### config.mk
export PLATFORM = sky130hd
export DESIGN_NAME = alu_divider
export DESIGN_NICKNAME = d
export VERILOG_FILES = /design/src/rtl/alu_pkg.sv /design/src/rtl/alu_divider.sv
export SDC_FILE = /design/constraint.sdc
export NUM_CORES = 1
export LEC_CHECK = 0
export ABC_AREA = 1
export CAP_MARGIN = 0
export CORE_ASPECT_RATIO = 1.2
export CORE_UTILIZATION = 25
export DETAILED_ROUTE_END_ITERATION = 16
export GPL_TIMING_DRIVEN = 0
export PLACE_DENSITY_LB_ADDON = 0.08
export SETUP_SLACK_MARGIN = 0.05
export SKIP_CTS_REPAIR_TIMING = 1
export SLEW_MARGIN = 0
export SYNTH_ARGS = -nofsm -noshare
export SYNTH_HDL_FRONTEND = slang
export SYNTH_SLANG_ARGS = --single-unit
### constraint.sdc
create_clock -name clk -period 1.7 [get_ports clk]
set_clock_uncertainty 0.1 [all_clocks]
set_input_delay 0.255 -clock clk [delete_from_list [all_inputs] [get_ports clk]]
set_output_delay 0.255 -clock clk [all_outputs]
set_load 0.005 [all_outputs]
### src/rtl/alu_pkg.sv
// Shared definitions for the divider and the external ALU it drives:
// op codes, flag bit positions, funct encoding and the divider state enum.
package alu_pkg;

  localparam logic [3:0] ALU_ADD = 4'b0000;
  localparam logic [3:0] ALU_SUB = 4'b0001;

  localparam int FLAG_ZERO  = 0;
  localparam int FLAG_NEG   = 1;
  localparam int FLAG_CARRY = 2;
  localparam int FLAG_OVF   = 3;

  typedef enum logic [1:0] {
    FUNCT_DIV  = 2'b00,
    FUNCT_DIVU = 2'b01,
    FUNCT_REM  = 2'b10,
    FUNCT_REMU = 2'b11
  } funct_e;

  typedef enum logic [2:0] {
    S_IDLE   = 3'd0,
    S_ABS_A  = 3'd1,
    S_ABS_B  = 3'd2,
    S_ITER   = 3'd3,
    S_SIGN_Q = 3'd4,
    S_SIGN_R = 3'd5,
    S_DONE   = 3'd6
  } div_state_e;

  function automatic logic isSignedOp(input logic [1:0] f);
    return (f == FUNCT_DIV) || (f == FUNCT_REM);
  endfunction

  function automatic logic isRemOp(input logic [1:0] f);
    return (f == FUNCT_REM) || (f == FUNCT_REMU);
  endfunction

endpackage

### src/rtl/alu_divider.sv
// Restoring divider that borrows an external combinational ALU for every subtraction.
// Optional macro DIV_EARLY_EXIT_EN: divide-by-zero and signed overflow skip straight to DONE.
module alu_divider
  import alu_pkg::*;
#(
  parameter int N = 32
) (
  input  logic         clk,
  input  logic         reset,
  input  logic         start_valid,
  output logic         start_ready,
  input  logic [N-1:0] dividend,
  input  logic [N-1:0] divisor,
  input  logic [1:0]   funct,
  output logic         done_valid,
  input  logic         done_ready,
  output logic [N-1:0] result,
  output logic [N-1:0] alu_src1,
  output logic [N-1:0] alu_src2,
  output logic [3:0]   alu_op,
  input  logic [N-1:0] alu_res,
  input  logic [3:0]   alu_flags
);

  localparam int CW = (N > 2) ? $clog2(N) : 1;

  div_state_e    r_state;
  div_state_e    w_next;
  logic [N-1:0]  r_a;
  logic [N-1:0]  r_b;
  logic [N-1:0]  r_rem;
  logic [1:0]    r_funct;
  logic          r_negQ;
  logic          r_negR;
  logic [CW-1:0] r_count;

  logic          w_accept;
  logic          w_divZero;
  logic [N-1:0]  w_iterSrc1;
  logic          w_take;
  logic          w_unused;

  assign w_accept   = start_valid && (r_state == S_IDLE);
  assign w_divZero  = (divisor == '0);
  assign w_iterSrc1 = {r_rem[N-2:0], r_a[N-1]};
  // The subtraction is taken when the shifted partial remainder is >= divisor:
  // either no borrow, or the bit shifted out of rem made it exceed N bits.
  assign w_take     = r_rem[N-1] | ~alu_flags[FLAG_CARRY];
  assign w_unused   = &{1'b0, alu_flags[FLAG_ZERO], alu_flags[FLAG_NEG], alu_flags[FLAG_OVF]};

`ifdef DIV_EARLY_EXIT_EN
  logic w_special;
  logic w_ovf;
  assign w_ovf     = isSignedOp(funct) && (dividend == {1'b1, {(N-1){1'b0}}}) && (divisor == '1);
  assign w_special = w_divZero || w_ovf;
`endif

  always_ff @(posedge clk) begin
    if (reset) r_state <= S_IDLE;
    else       r_state <= w_next;
  end

  always_comb begin
    w_next      = r_state;
    start_ready = 1'b0;
    done_valid  = 1'b0;
    result      = '0;
    alu_op      = ALU_ADD;
    alu_src1    = '0;
    alu_src2    = '0;
    case (r_state)
      S_IDLE: begin
        start_ready = 1'b1;
        if (start_valid) begin
          w_next = S_ABS_A;
`ifdef DIV_EARLY_EXIT_EN
          if (w_special) w_next = S_DONE;
`endif
        end
      end
      S_ABS_A: begin
        alu_op   = ALU_SUB;
        alu_src2 = r_a;
        w_next   = S_ABS_B;
      end
      S_ABS_B: begin
        alu_op   = ALU_SUB;
        alu_src2 = r_b;
        w_next   = S_ITER;
      end
      S_ITER: begin
        alu_op   = ALU_SUB;
        alu_src1 = w_iterSrc1;
        alu_src2 = r_b;
        if (r_count == CW'(N - 1)) w_next = S_SIGN_Q;
      end
      S_SIGN_Q: begin
        alu_op   = ALU_SUB;
        alu_src2 = r_a;
        w_next   = S_SIGN_R;
      end
      S_SIGN_R: begin
        alu_op   = ALU_SUB;
        alu_src2 = r_rem;
        w_next   = S_DONE;
      end
      S_DONE: begin
        done_valid = 1'b1;
        result     = isRemOp(r_funct) ? r_rem : r_a;
        if (done_ready) w_next = S_IDLE;
      end
      default: w_next = S_IDLE;
    endcase
  end

  // r_a holds the dividend, is shifted out MSB first, and fills with quotient bits.
  always_ff @(posedge clk) begin
    if (reset) begin
      r_a     <= '0;
      r_b     <= '0;
      r_rem   <= '0;
      r_funct <= '0;
      r_negQ  <= 1'b0;
      r_negR  <= 1'b0;
      r_count <= '0;
    end else begin
      case (r_state)
        S_IDLE: begin
          if (w_accept) begin
            r_a     <= dividend;
            r_b     <= divisor;
            r_rem   <= '0;
            r_funct <= funct;
            r_count <= '0;
            // Division by zero keeps an all-ones quotient, so never negate it.
            r_negQ  <= isSignedOp(funct) && (dividend[N-1] ^ divisor[N-1]) && !w_divZero;
            r_negR  <= isSignedOp(funct) && dividend[N-1];
`ifdef DIV_EARLY_EXIT_EN
            if (w_divZero) begin
              r_a   <= '1;
              r_rem <= dividend;
            end else if (w_ovf) begin
              r_a   <= {1'b1, {(N-1){1'b0}}};
              r_rem <= '0;
            end
`endif
          end
        end
        S_ABS_A:  if (r_negR) r_a <= alu_res;
        S_ABS_B:  if (isSignedOp(r_funct) && r_b[N-1]) r_b <= alu_res;
        S_ITER: begin
          r_rem   <= w_take ? alu_res : w_iterSrc1;
          r_a     <= {r_a[N-2:0], w_take};
          r_count <= r_count + 1'b1;
        end
        S_SIGN_Q: if (r_negQ) r_a <= alu_res;
        S_SIGN_R: if (r_negR) r_rem <= alu_res;
        default: ;
      endcase
    end
  end

endmodule

==> results.py <==
metrics = {
    "status": {
        "status": "finished with violations",
        "violations": "setup timing",
    },
    "clock_tree": {
        "root_buffer": "clkbuf_16",
        "numCtsBuffers": 9,
        "h-tree-depth": 3,
        "clk_latency_ns": 0.37,
        "cts.sinks": 108,
        "clk_path_buf_depth": 2,
        "tritoncts": "yes",
        "clkSlewWorstSetupHoldPaths_ns": 0.08,
    },
    "layout": {
        "stdcell_count": 1888,
        "fill_cells": 3001,
        "layout_commonest_cell": "nand2_1",
        "syn_to_final_growth_pct": 62.77,
        "num_antenna_cells": 0,
        "drive_above_1_share_pct": 25.51,
        "nets": 1614,
        "mostFrequentLayoutCells": "nand2_1 (384), nor2_1 (178), o21ai_0 (124), dfxtp_1 (104)",
    },
    "placed_design": {
        "io_buffers": 201,
        "gp_congestion": 0.8688,
        "place_inst": 1829,
        "place_hpwl_um": 26060,
    },
    "sta": {
        "setup_ws_ns": -0.6175,
        "slew_violations": 0,
        "timing.slew.headroom_pct": 40.72,
        "fmax_ghz": 0.4315,
        "fin_hold_ws_ns": 0.3696,
        "timing.final.crit_share_pct": 136.3,
        "setup_viol": 194,
        "final.min_clock_period_ns": 2.318,
        "rsz0062_at_grt": "true",
        "hold_violations": 0,
        "worst_pin_slew_ns": 0.8893,
    },
    "floorplanning": {
        "die_y_um": 186.6,
        "start_util_pct": 25.44,
        "die_w_um": 155.9,
        "rows": 67,
        "die_area_um2": 29090,
        "core_area_um2": 27920,
        "ios": 208,
    },
    "detailed_routing": {
        "viasPerCell": 4.868,
        "via_count": 9191,
        "drtAntennaViolNets": 0,
        "drc": 0,
        "wirelength_um": 38490,
        "routedWlPerCell_um": 20.38,
        "firstDrtPassIters": 8,
        "drt_iter0_drc": 573,
    },
    "synthesis": {
        "synth_compound_area_share_pct": 21.93,
        "yosys_warnings": 0,
        "syn_inst": 1247,
        "synth.distinct_cells": 31,
        "synth_seq_cells": 108,
        "async_flop_share_pct": 0,
        "synth_top_family_by_area": "simple AND/OR/NAND/NOR gates",
        "yosysSeqAreaShare_pct": 30.44,
        "yosys.area_share.simple_pct": 35.01,
        "synth.mux.area_fraction_pct": 0,
        "yosys.area_share.adder_pct": 0.3524,
        "synthXorXnorAreaFrac_pct": 0.1233,
        "syn_area_um2": 7102,
        "synth_ff_type": "dfxtp_1",
        "syn_area_per_cell_um2": 5.695,
        "synth_edf_count": 0,
    },
    "pwr": {
        "leakagePower_nw": 4.839,
        "p_clk_share_pct": 24.0,
        "p_total_mw": 10.54,
        "internal_power_mw": 6.241,
        "p_switching_mw": 4.295,
        "irDropWorstVdd_v": 0.0006049,
        "power.density_nw_per_um2": 911.4,
        "comb_power_share_pct": 46.5,
        "seqPwrFrac_pct": 29.5,
        "swShare_pct": 40.77,
    },
    "setup_path": {
        "cpMaxStageDelayCell": "dfxtp_2",
        "required_ns": 1.34,
        "cpMostUsedCell": "buf_12",
        "crit_start": "r_state[0]",
        "endpoint_kind": "output pin",
        "crit_fanout": 10,
        "worstPathArrival_ns": 1.96,
        "crit_type": "reg -> out",
        "r2r-start": "r_state[2]",
        "cp_cell_sequence": "buf_6 -> nand2_4 -> nor2_4 -> clkinvlp_4 -> buf_12 -> buf_12 -> o221ai_4 -> clkbuf_2",
        "startpoint_type": "register",
        "max_stage_delay_ns": 0.35,
    },
    "hold_path": {
        "hold_class": "reg -> reg",
        "hp-start": "r_count[3]",
    },
    "grt": {
        "grt_pass1_wl_um": 52910,
        "gr-total-overflow": 0,
        "grt.total_usage_pct": 24.84,
        "grt_pass1_vias": 8531,
        "grt_max_degree": 17,
        "antenna_found_initial": 0,
    },
    "run": {
        "max_cap_violations": 0,
    },
}
## worst paths after layout
path / end / slack [ns] / depth (start not counted)
max: alu_src2[0] / -0.62 / 8
min: r_count[3] / 0.37 / 2
max reg2reg: r_a[0] / -0.44 / 15
min reg2reg: r_count[3] / 0.37 / 2
## synthesized netlist by cell type (all sizes together), types with 2 or more instances
master | n | share of area [%]
nand2 | 412 | 22
nor2 | 224 | 12
o21ai | 138 | 9.9
inv | 118 | 6.2
dfxtp | 108 | 30
a21oi | 107 | 7.5
buf | 45 | 3.6
clkbuf | 40 | 2.1
o221ai | 32 | 3.9
nand3 | 7 | 0.49
a211oi | 2 | 0.21
clkinv | 2 | 0.11
ha | 2 | 0.35
nand4 | 2 | 0.18
## sequential cells by signal (all words and copies together) (netlist names)
name / flops
r_count: 5
r_negQ: 1
r_rem: 32
r_b: 32
r_funct: 2
r_negR: 1
r_a: 32
r_state: 3
## stage by stage
stage               utilization, %  setup slack (ns)  TNS [ns]  area (um^2)
global route                 41.41           -0.6321    -76.26        11560
global placement             34.37            -1.256   -123.77         9595
detailed placement           34.37            -1.302   -123.97         9595
floorplan                        -           0.07202         0         7109
finish                       41.41           -0.6175    -65.58        11560
CTS                          35.55            -1.706   -154.63         9923
## worst max-delay path: cells and delay by family (launching register included)
| family | cells | cell delay, ns |
|---|---|---|
| buf+inv | 5 | 0.75 |
| flops | 1 | 0.35 |
| simple gates | 2 | 0.25 |
| compound gates | 1 | 0.21 |
## power by group through the flow
stage	sequential, mW	clock (mW)	combinational (mW)
2_1_floorplan	3.09	0	2.06
3_3_place_gp	3.13	0	3.67
3_5_place_dp	3.13	0	3.67
4_1_cts	3.08	2.53	3.69
5_1_grt	3.15	2.64	5.24
6_report	3.11	2.53	4.90
## layout make-up
class                   count  area [um^2]  area share [%]
flip-flops and latches    108         2172           18.79
multi-input cells         936         5060           43.77
well taps                 379        474.2           4.102
plain buffers              80        799.5           6.916
repair buffers            251         2237           19.35
inverters                 120        489.2           4.232
clock buffers               9        225.2           1.948
clock inverters             5        102.6          0.8875
## kinds of logic (layout without fill, tap and decap cells)
group | Yosys count | in the layout
AO/OA/AOI/OAI | 282 | 282
XOR/XNOR | 1 | 1
adder cells (fa/ha/maj) | 2 | 2
buffers and inverters | 205 | 465
flip-flops | 108 | 108
other | 1 | 3
AND/OR/NAND/NOR | 648 | 648
## routing by layer
metal / up-vias / part of all wire (%) / GRT usage [%] / routed length [um]
li1: 4458 / - / - / -
met1: 4311 / 43 / 31.36 / 16670
met2: 368 / 49 / 42.55 / 18720
met3: 54 / 5.3 / 3.182 / 2051
met4: 0 / 2.7 / 9.465 / 1040
met5: - / 0 / 0 / 0
(Power assumes the default switching activity.)
